File: src/rtl/pdm_pkg.sv
// Shared constants, types and the PCM-to-offset-binary helper for the PDM transmitter.
package pdm_pkg;

  localparam int PDM_DATA_W = 16;
  localparam int PDM_OSR_W  = 8;
  localparam int PDM_MAX_W  = 32;

  localparam logic [PDM_DATA_W-1:0] PDM_MIDSCALE = {1'b1, {(PDM_DATA_W-1){1'b0}}};

  typedef logic [PDM_OSR_W-1:0] osr_t;

  typedef struct packed {
    logic s1;
    logic s2;
    logic dly;
  } mic_sync_t;

  // Adding 2^(width-1) to a two's-complement value is the same as inverting its MSB.
  function automatic logic [PDM_MAX_W-1:0] to_offset_bin(input logic [PDM_MAX_W-1:0] sample,
                                                         input int unsigned width);
    logic [PDM_MAX_W-1:0] flip;
    flip = {{(PDM_MAX_W-1){1'b0}}, 1'b1} << (width - 32'd1);
    return sample ^ flip;
  endfunction

endpackage

File: src/rtl/pdm_tx_fifo.sv
// Small synchronous FIFO with occupancy count; pushes when full and pops when empty are dropped.
module pdm_tx_fifo #(
  parameter int WIDTH = 16,
  parameter int DEPTH = 4
) (
  input  logic                     clk,
  input  logic                     rst,
  input  logic                     push,
  input  logic                     pop,
  input  logic [WIDTH-1:0]         wr_data,
  output logic [WIDTH-1:0]         rd_data,
  output logic                     full,
  output logic                     empty,
  output logic [$clog2(DEPTH):0]   level
);

  localparam int AW = $clog2(DEPTH);

  logic [WIDTH-1:0] mem_r [DEPTH];
  logic [AW-1:0]    wr_ptr_r;
  logic [AW-1:0]    rd_ptr_r;
  logic [AW:0]      level_r;
  logic             push_ok_s;
  logic             pop_ok_s;

  assign full      = (level_r == (AW+1)'(DEPTH));
  assign empty     = (level_r == (AW+1)'(0));
  assign push_ok_s = push & ~full;
  assign pop_ok_s  = pop & ~empty;
  assign rd_data   = mem_r[rd_ptr_r];
  assign level     = level_r;

  // Storage array, written on accepted pushes only.
  always_ff @(posedge clk) begin
    if (push_ok_s) begin
      mem_r[wr_ptr_r] <= wr_data;
    end
  end

  // Pointers and occupancy; a simultaneous push and pop leaves the level unchanged.
  always_ff @(posedge clk) begin
    if (rst) begin
      wr_ptr_r <= AW'(0);
      rd_ptr_r <= AW'(0);
      level_r  <= (AW+1)'(0);
    end else begin
      if (push_ok_s) begin
        wr_ptr_r <= wr_ptr_r + AW'(1);
      end
      if (pop_ok_s) begin
        rd_ptr_r <= rd_ptr_r + AW'(1);
      end
      case ({push_ok_s, pop_ok_s})
        2'b10:   level_r <= level_r + (AW+1)'(1);
        2'b01:   level_r <= level_r - (AW+1)'(1);
        default: level_r <= level_r;
      endcase
    end
  end

endmodule

File: src/rtl/pdm_tx.sv
// PDM microphone emulator: buffered PCM samples drive a first-order sigma-delta modulator
// that advances on the selected edge of the receiver-supplied microphone clock.
module pdm_tx
  import pdm_pkg::*;
#(
  parameter int DATA_W     = PDM_DATA_W,
  parameter int FIFO_DEPTH = 4
) (
  input  logic                          clk,
  input  logic                          rst,
  input  logic signed [DATA_W-1:0]      sample_in,
  input  logic                          sample_valid,
  output logic                          sample_ready,
  input  logic [PDM_OSR_W-1:0]          osr,
  input  logic                          mic_clk,
  input  logic                          channel,
  output logic                          pdm_out,
  output logic [$clog2(FIFO_DEPTH):0]   fifo_level,
  output logic                          underrun,
  output logic [15:0]                   underrun_cnt
);

  localparam logic [DATA_W-1:0] MID_U =
    (DATA_W == PDM_DATA_W) ? PDM_MIDSCALE : {1'b1, {(DATA_W-1){1'b0}}};
  localparam logic [15:0] CNT_MAX = 16'hFFFF;

  mic_sync_t         sync_r;
  logic              rise_s;
  logic              fall_s;
  logic              event_s;
  logic              reload_s;
  logic              pop_s;
  logic              push_s;
  logic              underrun_hit_s;
  logic              fifo_full_s;
  logic              fifo_empty_s;
  logic [DATA_W-1:0] fifo_rd_data_s;
  logic [DATA_W-1:0] next_u_s;
  logic [DATA_W:0]   sum_s;

  logic [DATA_W-1:0] acc_r;
  logic [DATA_W-1:0] cur_u_r;
  osr_t              cur_osr_r;
  osr_t              bit_cnt_r;
  logic              init_r;
  logic              pdm_r;
  logic              underrun_r;
  logic [15:0]       underrun_cnt_r;

  assign push_s       = sample_valid & ~fifo_full_s;
  assign sample_ready = ~fifo_full_s;
  assign next_u_s     = DATA_W'(to_offset_bin(PDM_MAX_W'(fifo_rd_data_s), DATA_W));
  assign sum_s        = {1'b0, acc_r} + {1'b0, cur_u_r};

  assign pdm_out      = pdm_r;
  assign underrun     = underrun_r;
  assign underrun_cnt = underrun_cnt_r;

  pdm_tx_fifo #(
    .WIDTH (DATA_W),
    .DEPTH (FIFO_DEPTH)
  ) u_fifo (
    .clk     (clk),
    .rst     (rst),
    .push    (push_s),
    .pop     (pop_s),
    .wr_data (sample_in),
    .rd_data (fifo_rd_data_s),
    .full    (fifo_full_s),
    .empty   (fifo_empty_s),
    .level   (fifo_level)
  );

  // Two-flop synchronizer for mic_clk plus a delay flop for edge detection.
  always_ff @(posedge clk) begin
    if (rst) begin
      sync_r <= 3'b000;
    end else begin
      sync_r.s1  <= mic_clk;
      sync_r.s2  <= sync_r.s1;
      sync_r.dly <= sync_r.s2;
    end
  end

  // Edge selection by channel and reload decision; the very first event after reset
  // always reloads but is never reported as an underrun.
  always_comb begin
    rise_s = sync_r.s2 & ~sync_r.dly;
    fall_s = ~sync_r.s2 & sync_r.dly;
    if (channel) begin
      event_s = rise_s;
    end else begin
      event_s = fall_s;
    end
    if (event_s && (init_r || (bit_cnt_r == cur_osr_r))) begin
      reload_s = 1'b1;
    end else begin
      reload_s = 1'b0;
    end
    pop_s          = reload_s & ~fifo_empty_s;
    underrun_hit_s = reload_s & fifo_empty_s & ~init_r;
  end

  // Modulator accumulator, output bit, bit counter and per-sample reload.
  always_ff @(posedge clk) begin
    if (rst) begin
      acc_r     <= {DATA_W{1'b0}};
      cur_u_r   <= MID_U;
      cur_osr_r <= osr;
      bit_cnt_r <= {PDM_OSR_W{1'b0}};
      pdm_r     <= 1'b0;
      init_r    <= 1'b1;
    end else if (event_s) begin
      acc_r <= sum_s[DATA_W-1:0];
      pdm_r <= sum_s[DATA_W];
      if (reload_s) begin
        bit_cnt_r <= {PDM_OSR_W{1'b0}};
        cur_osr_r <= osr;
        init_r    <= 1'b0;
        if (pop_s) begin
          cur_u_r <= next_u_s;
        end
      end else begin
        bit_cnt_r <= bit_cnt_r + PDM_OSR_W'(1);
      end
    end
  end

  // Underrun pulse and saturating underrun counter.
  always_ff @(posedge clk) begin
    if (rst) begin
      underrun_r     <= 1'b0;
      underrun_cnt_r <= 16'd0;
    end else begin
      underrun_r <= underrun_hit_s;
      if (underrun_hit_s && (underrun_cnt_r != CNT_MAX)) begin
        underrun_cnt_r <= underrun_cnt_r + 16'd1;
      end
    end
  end

endmodule

File: config.mk
export PLATFORM = sky130hd
export DESIGN_NAME = pdm_tx
export DESIGN_NICKNAME = d
export VERILOG_FILES = /design/src/rtl/pdm_pkg.sv /design/src/rtl/pdm_tx_fifo.sv /design/src/rtl/pdm_tx.sv
export SDC_FILE = /design/constraint.sdc
export NUM_CORES = 1
export LEC_CHECK = 0
export ABC_AREA = 1
export CAP_MARGIN = 20
export CORE_ASPECT_RATIO = 1.5
export CORE_UTILIZATION = 35
export CTS_BUF_LIST = sky130_fd_sc_hd__clkbuf_4
export CTS_CLUSTER_DIAMETER = 40
export DETAILED_ROUTE_END_ITERATION = 7
export PLACE_DENSITY = 0.61
export SETUP_SLACK_MARGIN = 0.05
export SLEW_MARGIN = 20
export SYNTH_ARGS = -nofsm -noshare
export SYNTH_HDL_FRONTEND = slang
export SYNTH_SLANG_ARGS = --single-unit
File: constraint.sdc
create_clock -name clk -period 2 [get_ports clk]
set_input_delay 0.5 -clock clk [delete_from_list [all_inputs] [get_ports clk]]
set_output_delay 0.5 -clock clk [all_outputs]
set_load 0.03 [all_outputs]
==> reports/qor.log, run 1 <==
[worst_setup_path] category of the critical setup timing path register to register
[route] routed wirelength normalized by instance count 12.2 um
[yosys] Seq/Total Area, Yosys 53.9%
[floorplan] starting density of the core 35.8%
[worst_setup_path] most prevalent standard cell on the critical path sky130_fd_sc_hd__nand2_1
[worst_setup_path] kind of end point of the critical path register
[yosys] synthesized area per cell 8.70 um2
[cts] Clock Latency Late Sink 0.57 ns
[sta] Setup Viol. Count Final 0
[placed_design] GPL Wtd Cong 0.807
[cts] buffer type at the clock tree root sky130_fd_sc_hd__clkbuf_4
[placed_design] post-place setup slack -0.340 ns
[route] routed via count 5,101
[worst_setup_path] R2R Path End u_fifo.level[1]
[sta] period utilisation layout 99.3%
[placed_design] I/O Buffers 50
[worst_setup_path] biggest cell delay along the critical path 0.43 ns
[sta] Worst Tran Pin Value 0.525 ns
[min_path] class of the tightest hold or removal check register to register
[global_route] global-route usage over all layers 14.7%
[worst_setup_path] Data arrival, critical path 2.44 ns
[floorplan] Rows 61
[sta] worst slew margin relative to its limit 65.0%
[layout] Final Net Count 897
[yosys] count of flip-flops with a built-in enable after synthesis 72
[yosys] unique cell type count in the Yosys netlist 44
[pwr] Power Dens Cells 720 nW/um2
[yosys] top_reg_cell synth sky130_fd_sc_hd__edfxtp_1
[pwr] leakage component of the power 3.26 nW
[floorplan] Chip Height 171 um
[worst_setup_path] Cell Chain, Critical Path nand2_1, nand2_1, nor2_2, nand2_2, o21ai_4, nand3_4, clkinv_4, ha_4, fa_2, o21ai_1, a21oi_1
[worst_setup_path] slack of the worst reg-to-reg path 0.01 ns
[worst_setup_path] family with the most delay on the worst path adder cells
[layout] most common cell after layout, fill and taps aside sky130_fd_sc_hd__nand2_1
[route] Post-Route WL 13.6 mm
[yosys] proportion of synthesized flip-flops having asynchronous set or reset 0%
[layout] Layout fillers 1,825
[floorplan] IO Pins 51
[worst_setup_path] Setup crit start cur_osr_r[4]
[worst_setup_path] number of buffer and inverter instances along the worst setup path 1
[floorplan] area enclosed by the die boundary 19,600 um2
[yosys] number of warnings reported in the yosys synthesis log 0
[layout] commonest non-fill, non-tap cells in the layout sky130_fd_sc_hd__nand2_1, sky130_fd_sc_hd__nor2_1, sky130_fd_sc_hd__inv_1, sky130_fd_sc_hd__edfxtp_1, sky130_fd_sc_hd__dfxtp_1
[global_route] aggregate global routing overflow 0
[worst_setup_path] crit-path max FO 2
[min_path] hold depth 2
[route] detail-routed via count per cell 4.60
[sta] Peak Freq 504 MHz
[cts] TritonCTS Buffers 17
[yosys] net count after synthesis 818
[cts] maximum count of clock buffers along a single path 2
[worst_setup_path] startpoint type of the worst setup path register
[cts] clock net sink count 143
[layout] Finished Cell Area 8080 um2
[min_path] Hold Path Sink sync_r[1]
[sta] unrepaired setup endpoints after global routing true
[global_route] largest net degree at the start of global routing 33
[route] total DRC errors in the routed layout 0
[global_route] antenna violations before repair 1
[yosys] post-synthesis register bit count 143
[route] antenna viol nets, final 0
[sta] final hold vios 0
[outcome] outcome complete, no violations
[sta] crit path time final 1.99 ns
[global_route] number of global-route vias before repair 4,816
[sta] max-slew violation count 0
[placed_design] placed cell areas 7690 um2
[sta] Hold WS 0.418 ns
[cts] CTS tree done
[placed_design] post-DP HPWL 9.45 mm
[route] count of routing violations after the opening detailed-route iteration 238
[pwr] Pwr Total 5.82 mW
[sta] final clock skew 0.0225 ns
[floorplan] die width 115 um
[route] Pre-antenna DRT Iters 4
[worst_setup_path] Critical Path RT 2.46 ns
[layout] post-synthesis to final-layout area growth 21.5%
[cts] Clock H-tree levels 4
[flow_run] number of max-capacitance violations reported 0
[worst_setup_path] crit path max-delay cell type sky130_fd_sc_hd__edfxtp_1
[global_route] wire length of the first global-routing pass 22.5 mm
[pwr] maximum VDD drop 0.414 mV
[layout] area of the multi-input gates 2750 um2
[worst_setup_path] Worst Reg2Reg Path Length in Cells 11
[layout] sequential cell area 3600 um2
[worst_setup_path] instance count on the critical path 11
[floorplan] area of the core 18,500 um2
[yosys] synthesized instance count 764
[layout] ratio of cells with drive above 1 in the final layout 15.1%
[min_path] launch point of the worst hold path sync_r[2]
[sta] setup slack of the critical path after layout 0.0145 ns
[cts] CTS clock-pin slew for the worst setup and hold paths 0.14 ns
[worst_setup_path] R2R Path Start cur_osr_r[4]
[yosys] synthesized cell area 6650 um2
-- worst reg2reg max path, delay by kind of cell (launching register included) --
| family | cells | cell delay, ns |
|---|---|---|
| adders and majority gates | 2 | 0.54 |
| and+or+nand+nor | 5 | 0.47 |
| DFF | 1 | 0.43 |
| AOI/OAI and AO/OA | 3 | 0.39 |
| buffers and inverters | 1 | 0.06 |
-- synth_stat cells (all sizes together), types with 4 or more instances --
master	n	area, um2
edfxtp	72	2160
a21oi	39	195
o21bai	9	75.1
nand2	176	668
o211ai	4	35.0
o22ai	15	93.8
inv	75	282
dfxtp	71	1420
nor2	129	499
nand3	24	130
clkbuf	16	60.1
xor2	7	61.3
nor3	7	35.0
o21ai	52	272
buf	8	68.8
nand4	8	65.1
xnor2	6	52.6
ha	23	288
-- final cells by class --
type | count | area share, %
Sequential cell | 143 | 44.5
Multi-Input combinational cell | 520 | 34.1
Timing Repair Buffer | 84 | 9.94
Tap cell | 252 | 3.90
Inverter | 77 | 3.64
Clock inverter | 15 | 2.32
Clock buffer | 17 | 1.58
Antenna cell | 1 | 0.0310
-- how the worst max path moves through the flow --
stage / end / slack, ns
floorplan: u_fifo.level[1] / -0.04
CTS: u_fifo.level[1] / -0.05
detailed placement: u_fifo.level[2] / -0.34
global placement: u_fifo.level[2] / -0.32
global route: u_fifo.level[2] / -0.12
finish: u_fifo.level[1] / 0.01
-- what timing repair did --
action                     in CTS  in global routing
hold buffers                    0                  0
pin swaps                      11                 14
resized for setup              37                 32
cloned                          0                  0
buffers inserted                1                  3
setup endpoints to repair      24                 26
-- logic make-up (layout without fill, tap and decap cells) --
logic type	after synthesis	in the layout	share of synthesized area, %
compound gates	128	128	11.1
xor+xnor	13	13	1.71
fa+ha+maj	25	25	4.93
buf+inv	101	193	6.30
flops	143	143	53.9
other cells	0	1	0
simple gates	354	354	22.0
-- sequential cells by signal, summed over array words and instances (netlist names), named ones only --
register         count
acc_r               16
bit_cnt_r            8
cur_osr_r            8
cur_u_r             16
init_r               1
pdm_out              1
sync_r               3
u_fifo.level         3
u_fifo.mem_r        64
u_fifo.rd_ptr_r      2
u_fifo.wr_ptr_r      2
underrun             1
underrun_cnt        16
-- report_power, final --
group	internal [mW]	leakage (nW)	switching, mW	total [mW]
clock	0.808	0.168	1.23	2.04
sequential	3.20	1.25	0.0530	3.25
combinational	0.226	1.85	0.300	0.526
total	4.23	3.26	1.59	5.82
-- layer usage --
metal  vias to the layer above  track usage (%)  wire length (um)
met5                         -                0                 0
met3                        19             2.80               257
met1                      2335             16.9              6030
met2                        61             26.7              7030
met4                         0             5.59               257
li1                       2686                -                 -
-- per-stage QoR --
stage / instances / TNS, ns / utilization, %
after global placement: 1072 / -3.99 / 41.5
final: 1109 / 0 / 43.6
after global routing: 1109 / -0.238 / 43.6
after detailed placement: 1072 / -4.67 / 41.5
after CTS: 1105 / -0.0754 / 43.2
after floorplan: 764 / -0.0633 / -
Power figures use the tool's default switching activity.
==> run 2: changes to the inputs <==
- CORE_MARGIN: not set -> 10
- PLACE_DENSITY: 0.61 -> 0.53
==> reports/qor.log, run 2 (synthesis gave the netlist of run 1 again) <==
[outcome] outcome complete, but fails checks [was complete, no violations]
[outcome] violated checks setup timing
[route] routed via count 5,134 [was 5,101]
[placed_design] post-place setup slack -0.343 ns [was -0.340 ns]
[worst_setup_path] Data arrival, critical path 2.51 ns [was 2.44 ns]
[cts] Clock H-tree levels 4 [unchanged]
[placed_design] GPL Wtd Cong 0.856 [was 0.807]
[sta] Worst Tran Pin Value 0.529 ns [was 0.525 ns]
[layout] post-synthesis to final-layout area growth 21.7% [was 21.5%]
[worst_setup_path] category of the critical setup timing path register to register [unchanged]
[cts] CTS clock-pin slew for the worst setup and hold paths 0.14 ns [about the same]
[global_route] aggregate global routing overflow 0 [unchanged]
[min_path] class of the tightest hold or removal check register to register [unchanged]
[worst_setup_path] Critical Path RT 2.50 ns [was 2.46 ns]
[layout] commonest non-fill, non-tap cells in the layout sky130_fd_sc_hd__nand2_1, sky130_fd_sc_hd__nor2_1, sky130_fd_sc_hd__inv_1 [was sky130_fd_sc_hd__nand2_1, sky130_fd_sc_hd__nor2_1, sky130_fd_sc_hd__inv_1, sky130_fd_sc_hd__edfxtp_1, sky130_fd_sc_hd__dfxtp_1]
[floorplan] die width 133 um [was 115 um]
[sta] final hold vios 0 [unchanged]
[global_route] largest net degree at the start of global routing 33 [unchanged]
[layout] Largest register FFs 64 [unchanged]
[sta] period utilisation layout 100% [was 99.3%]
[floorplan] IO Pins 51 [unchanged]
[route] routed wirelength normalized by instance count 13.1 um [was 12.2 um]
[route] Pre-antenna DRT Iters 4 [unchanged]
[layout] most common cell after layout, fill and taps aside sky130_fd_sc_hd__nand2_1 [unchanged]
[route] detail-routed via count per cell 4.63 [was 4.60]
[placed_design] I/O Buffers 50 [unchanged]
[pwr] leakage component of the power 3.24 nW [was 3.26 nW]
[floorplan] Rows 61 [unchanged]
[global_route] wire length of the first global-routing pass 24.9 mm [was 22.5 mm]
[layout] register containing the most flip-flops in the final layout u_fifo.mem_r [unchanged]
[worst_setup_path] crit-path max FO 2 [unchanged]
[floorplan] area enclosed by the die boundary 25,000 um2 [was 19,600 um2]
[floorplan] Chip Height 189 um [was 171 um]
[global_route] number of global-route vias before repair 5,173 [was 4,816]
[global_route] antenna violations before repair 1 [unchanged]
[floorplan] starting density of the core 35.7% [was 35.8%]
[sta] setup slack of the critical path after layout -0.00800 ns [was 0.0145 ns]
[worst_setup_path] slack of the worst reg-to-reg path -0.008 ns [was 0.01 ns]
[cts] maximum count of clock buffers along a single path 2 [unchanged]
[layout] Final Net Count 898 [was 897]
[pwr] maximum VDD drop 0.419 mV [was 0.414 mV]
[cts] CTS tree done [unchanged]
[sta] max-slew violation count 0 [unchanged]
[placed_design] post-DP HPWL 10.2 mm [was 9.45 mm]
[flow_run] number of max-capacitance violations reported 0 [unchanged]
[cts] Clock Latency Late Sink 0.57 ns [about the same]
[route] antenna viol nets, final 0 [unchanged]
[cts] TritonCTS Buffers 17 [unchanged]
[layout] ratio of cells with drive above 1 in the final layout 16.5% [was 15.1%]
[floorplan] area of the core 18,600 um2 [was 18,500 um2]
[sta] crit path time final 2.01 ns [was 1.99 ns]
[pwr] Power Dens Cells 697 nW/um2 [was 720 nW/um2]
[sta] Setup Viol. Count Final 1 [was 0]
[global_route] global-route usage over all layers 12.1% [was 14.7%]
[worst_setup_path] kind of end point of the critical path register [unchanged]
[route] Post-Route WL 14.5 mm [was 13.6 mm]
[route] total DRC errors in the routed layout 0 [unchanged]
[sta] final clock skew 0.0204 ns [was 0.0225 ns]
[layout] final standard cell utilization of the core 43.4% [was 43.6%]
[cts] buffer type at the clock tree root sky130_fd_sc_hd__clkbuf_4 [unchanged]
[sta] worst slew margin relative to its limit 64.7% [was 65.0%]
[layout] Layout fillers 1,916 [was 1,825]
[route] count of routing violations after the opening detailed-route iteration 207 [was 238]
[sta] unrepaired setup endpoints after global routing true [unchanged]
[worst_setup_path] startpoint type of the worst setup path register [unchanged]
[cts] clock net sink count 143 [unchanged]
[sta] Peak Freq 498 MHz [was 504 MHz]
==> run 2: repair_timing <==
action                                  4_1_cts  5_1_grt
buffers inserted                              2        5
gates cloned                                  0        0
pin swaps                                     7       24
gates resized for setup                      47       35
endpoints found under the setup margin       24       36
hold buffers                                  0        0
==> run 2: metal layers <==
layer  part of all wire (%)  track usage (%)  vias to the layer above
met1                     43             13.4                     2375
met5                      0                0                        -
met3                    2.4             2.80                       15
met4                    1.4             4.97                        0
li1                       -                -                     2689
met2                     54             21.6                       55
==> run 2: through the flow <==
step	total power [mW]	instance area (um2)	instances	TNS (ns)	hold slack (ns)
final	5.64	8090	1110	-0.00800	0.419
after global routing	5.94	8090	1110	-0.322	0.406
after CTS	5.72	8000	1105	-0.0600	0.393
after detailed placement	3.84	7700	1071	-4.61	0.404
after global placement	3.84	7700	1071	-3.14	0.404
after floorplan	3.62	6700	764	-0.0633	0.388
==> run 2: final timing paths <==
kind | start | depth (start not counted) | to
max | cur_osr_r[2] | 14 | u_fifo.level[2]
min reg2reg | sync_r[2] | 2 | sync_r[1]
min | sync_r[2] | 2 | sync_r[1]
max reg2reg | cur_osr_r[2] | 14 | u_fifo.level[2]
==> run 2: area by class of cell <==
class	count	area (um2)	area share [%]
Clock buffer	17	128	1.58
Clock inverter	15	150	1.86
Timing Repair Buffer	85	825	10.2
Tap cell	252	315	3.90
Antenna cell	1	2.50	0.0309
Multi-Input combinational cell	520	2770	34.2
Inverter	77	294	3.63
Sequential cell	143	3600	44.6
==> run 2: power by group <==
group          switching [mW]  internal (mW)  total [mW]
clock network            1.20          0.661        1.86
registers              0.0529           3.20        3.25
logic                   0.303          0.222       0.524
total                    1.56           4.08        5.64
==> run 2: critical path, stage by stage, from the launching register on <==
cell                       delay, ns
sky130_fd_sc_hd__edfxtp_1       0.42
sky130_fd_sc_hd__inv_1          0.07
sky130_fd_sc_hd__nand2_1        0.04
sky130_fd_sc_hd__nand2_1        0.07
sky130_fd_sc_hd__nor2_2         0.04
sky130_fd_sc_hd__nand2_2        0.12
sky130_fd_sc_hd__o21ai_4        0.08
sky130_fd_sc_hd__nand3_2        0.11
sky130_fd_sc_hd__clkinv_4       0.06
sky130_fd_sc_hd__ha_4           0.15
sky130_fd_sc_hd__fa_2           0.34
sky130_fd_sc_hd__nor2_2         0.12
sky130_fd_sc_hd__nor2_2         0.05
sky130_fd_sc_hd__and3_4         0.17
sky130_fd_sc_hd__nor3_2         0.09
==> run 3: changes to the inputs <==
- CELL_PAD_IN_SITES_DETAIL_PLACEMENT: not set -> 1
- CELL_PAD_IN_SITES_GLOBAL_PLACEMENT: not set -> 1
- GPL_TIMING_DRIVEN: not set -> 0
- PLACE_DENSITY: 0.53 -> 0.66
==> reports/qor.log, run 3 (synthesis gave the netlist of run 1 again) <==
[route] count of routing violations after the opening detailed-route iteration 142 [was 207]
[sta] final hold vios 0 [unchanged]
[route] detail-routed via count per cell 4.87 [was 4.63]
[cts] Post-CTS Hold Fix Bufs 0 [unchanged]
[floorplan] area enclosed by the die boundary 25,000 um2 [unchanged]
[layout] register containing the most flip-flops in the final layout u_fifo.mem_r [unchanged]
[floorplan] IO Pins 51 [unchanged]
[worst_setup_path] number of buffer and inverter instances along the worst setup path 2 [unchanged]
[outcome] outcome complete, but fails checks [unchanged]
[min_path] launch point of the worst hold path rst [was sync_r[2]]
[global_route] wire length of the first global-routing pass 28.2 mm [was 24.9 mm]
[worst_setup_path] startpoint type of the worst setup path register [unchanged]
[worst_setup_path] Worst Reg2Reg Path Length in Cells 14 [unchanged]
[sta] worst slew margin relative to its limit 39.4% [was 64.7%]
[worst_setup_path] Data arrival, critical path 2.51 ns [about the same]
[sta] final clock skew 0.0213 ns [was 0.0204 ns]
[cts] Clock Latency Late Sink 0.53 ns [was 0.57 ns]
[route] Pre-antenna DRT Iters 5 [was 4]
[floorplan] Rows 61 [unchanged]
[worst_setup_path] biggest cell delay along the critical path 0.43 ns [was 0.42 ns]
[outcome] violated checks setup timing [unchanged]
[cts] buffer type at the clock tree root sky130_fd_sc_hd__clkbuf_4 [unchanged]
[sta] post-route setup TNS -0.0749 ns [was -0.00800 ns]
[global_route] antenna violations before repair 1 [unchanged]
[pwr] sw power 1.52 mW [was 1.56 mW]
[pwr] share of power burned in registers 58.5% [was 57.7%]
[worst_setup_path] category of the critical setup timing path register to register [unchanged]
[sta] Peak Freq 488 MHz [was 498 MHz]
[layout] post-synthesis to final-layout area growth 19.4% [was 21.7%]
[pwr] leakage component of the power 3.16 nW [was 3.24 nW]
[cts] clock net sink count 143 [unchanged]
[route] Post-Route WL 17.5 mm [was 14.5 mm]
[sta] Setup Viol. Count Final 2 [was 1]
[route] routed via count 5,393 [was 5,134]
[route] total DRC errors in the routed layout 0 [unchanged]
[cts] TritonCTS Buffers 17 [unchanged]
[worst_setup_path] family with the most delay on the worst path simple AND/OR/NAND/NOR gates [unchanged]
[min_path] hold depth 2 [unchanged]
[floorplan] area of the core 18,600 um2 [unchanged]
[floorplan] die width 133 um [unchanged]
[layout] most common cell after layout, fill and taps aside sky130_fd_sc_hd__nand2_1 [unchanged]
[cts] CTS tree done [unchanged]
[sta] setup slack of the critical path after layout -0.0483 ns [was -0.00800 ns]
[pwr] Power Dens Cells 702 nW/um2 [was 697 nW/um2]
[worst_setup_path] Critical Path RT 2.46 ns [was 2.50 ns]
[placed_design] post-DP HPWL 12.9 mm [was 10.2 mm]
[layout] Layout fillers 2,253 [was 1,916]
[pwr] combinational share of power 9.3% [about the same]
[cts] CTS clock-pin slew for the worst setup and hold paths 0.14 ns [about the same]
[worst_setup_path] R2R Path End u_fifo.level[2] [unchanged]
[placed_design] GPL Wtd Cong 0.856 [about the same]
[placed_design] I/O Buffers 49 [was 50]
[sta] crit path time final 2.05 ns [was 2.01 ns]
[sta] unrepaired setup endpoints after global routing true [unchanged]
[worst_setup_path] kind of end point of the critical path register [unchanged]
[pwr] clock share of power 32.2% [was 33.0%]
[layout] sequential cell area 3600 um2 [about the same]
[min_path] class of the tightest hold or removal check input pin to register [was register to register]
[min_path] Hold Path Sink cur_u_r[5] [was sync_r[1]]
[global_route] number of global-route vias before repair 5,907 [was 5,173]
[route] routed wirelength normalized by instance count 15.8 um [was 13.1 um]
[floorplan] starting density of the core 35.7% [unchanged]
[sta] max-slew violation count 0 [unchanged]
[worst_setup_path] R2R Path Start cur_osr_r[4] [was cur_osr_r[2]]
[worst_setup_path] crit-path max FO 2 [unchanged]
[pwr] internal cell power 4.05 mW [was 4.08 mW]
[pwr] maximum VDD drop 0.512 mV [was 0.419 mV]
[placed_design] placed cell areas 7510 um2 [was 7700 um2]
[worst_setup_path] slack of the worst reg-to-reg path -0.05 ns [was -0.008 ns]
[route] antenna viol nets, final 0 [unchanged]
[global_route] global-route usage over all layers 14.0% [was 12.1%]
[layout] Largest register FFs 64 [unchanged]
[sta] period utilisation layout 102% [was 100%]
[layout] Finished Cell Area 7940 um2 [was 8090 um2]
[flow_run] number of max-capacitance violations reported 0 [unchanged]
[cts] Clock H-tree levels 4 [unchanged]
[global_route] aggregate global routing overflow 0 [unchanged]
[layout] Final Net Count 895 [was 898]
[worst_setup_path] crit path max-delay cell type sky130_fd_sc_hd__edfxtp_1 [unchanged]
[layout] commonest non-fill, non-tap cells in the layout sky130_fd_sc_hd__nand2_1, sky130_fd_sc_hd__nor2_1, sky130_fd_sc_hd__inv_1 [unchanged]
[global_route] largest net degree at the start of global routing 17 [was 33]
[floorplan] Chip Height 189 um [unchanged]
[cts] maximum count of clock buffers along a single path 2 [unchanged]
[sta] Worst Tran Pin Value 0.908 ns [was 0.529 ns]
[layout] ratio of cells with drive above 1 in the final layout 15.0% [was 16.5%]
[worst_setup_path] Cell Chain, Critical Path inv_1, nand2_1, nand2_1, nor2_2, nand2_2, o21ai_4, nand3_4, clkinv_8, ha_4, fa_2, nor2_1, nor2_1, and3_1, nor3_1 [was inv_1, nand2_1, nand2_1, nor2_2, nand2_2, o21ai_4, nand3_2, clkinv_4, ha_4, fa_2, nor2_2, nor2_2, and3_4, nor3_2]
[layout] area of the multi-input gates 2800 um2 [was 2770 um2]
[pwr] Net Sw Frac 27.4% [was 27.6%]
==> run 3: changes by cell type in the layout (fill, tap and decap cells not counted), moves of 3 or more <==
cell,previous run,this run
sky130_fd_sc_hd__buf_12,7,0
sky130_fd_sc_hd__buf_4,28,10
sky130_fd_sc_hd__buf_6,0,5
sky130_fd_sc_hd__clkbuf_1,0,12
sky130_fd_sc_hd__clkbuf_2,6,12
sky130_fd_sc_hd__clkdlybuf4s15_2,8,5
sky130_fd_sc_hd__clkinvlp_4,3,0
sky130_fd_sc_hd__nand2_1,167,161
sky130_fd_sc_hd__nand2_2,9,14
sky130_fd_sc_hd__nor2_2,12,9
sky130_fd_sc_hd__nor2_4,1,4
==> run 3: cell type report <==
type | count | share of cell area [%]
well taps | 252 | 3.97
inverters | 77 | 3.80
clock buffers | 18 | 1.70
multi-input cells | 520 | 35.3
repair buffers | 59 | 6.60
plain buffers | 23 | 1.62
flip-flops and latches | 143 | 45.3
diodes | 1 | 0.0315
clock inverters | 14 | 1.61
==> run 3: power groups by stage <==
stage               Sequential, mW  Clock (mW)  Combinational, mW
detailed placement            3.32           0              0.508
finish                        3.26        1.80              0.519
global placement              3.32           0              0.489
floorplan                     3.32           0              0.295
CTS                           3.26        1.87              0.520
global route                  3.27        1.99              0.584
==> run 3: metrics by stage <==
stage	hold WS (ns)	cells	worst slack (ns)	total power [mW]	utilization (%)
finish	0.413	1107	-0.0483	5.57	42.6
global placement	0.402	1065	-0.570	3.81	40.3
floorplan	0.388	764	-0.0351	3.62	-
CTS	0.392	1100	-0.0823	5.64	42.1
global route	0.382	1107	-0.162	5.84	42.6
detailed placement	0.412	1065	-0.619	3.83	40.3
==> run 3: how the worst max path moves through the flow <==
stage	start	to	slack, ns	depth (start not counted)
3_3_place_gp	channel	u_fifo.level[2]	-0.57	12
5_1_grt	cur_osr_r[6]	u_fifo.level[2]	-0.16	14
4_1_cts	cur_osr_r[1]	u_fifo.level[1]	-0.08	11
2_1_floorplan	cur_osr_r[4]	u_fifo.level[1]	-0.04	12
6_report	cur_osr_r[4]	u_fifo.level[2]	-0.05	14
3_5_place_dp	channel	u_fifo.level[2]	-0.62	12
==> run 3: per-layer routing <==
layer | track usage [%] | part of all wire (%) | vias to the layer above
li1 | - | - | 2682
met1 | 13.7 | 39 | 2603
met2 | 27.7 | 56 | 84
met3 | 2.93 | 2.7 | 24
met4 | 5.48 | 2.3 | 0
met5 | 0 | 0 | -
==> run 3: worst register-to-register path, stage by stage, from the launching register on <==
cell and delay (ns):
sky130_fd_sc_hd__edfxtp_1 0.43, sky130_fd_sc_hd__inv_1 0.08, sky130_fd_sc_hd__nand2_1 0.05, sky130_fd_sc_hd__nand2_1 0.08
sky130_fd_sc_hd__nor2_2 0.05, sky130_fd_sc_hd__nand2_2 0.09, sky130_fd_sc_hd__o21ai_4 0.09, sky130_fd_sc_hd__nand3_4 0.13
sky130_fd_sc_hd__clkinv_8 0.07, sky130_fd_sc_hd__ha_4 0.16, sky130_fd_sc_hd__fa_2 0.34, sky130_fd_sc_hd__nor2_1 0.11
sky130_fd_sc_hd__nor2_1 0.05, sky130_fd_sc_hd__and3_1 0.13, sky130_fd_sc_hd__nor3_1 0.11
==> run 3: timing repair <==
| item | 4_1_cts | 5_1_grt |
|---|---|---|
| pin swaps | 10 | 15 |
| cloned | 0 | 0 |
| gates resized for setup | 57 | 40 |
| endpoints found under the setup margin | 80 | 72 |
| setup buffers | 4 | 6 |
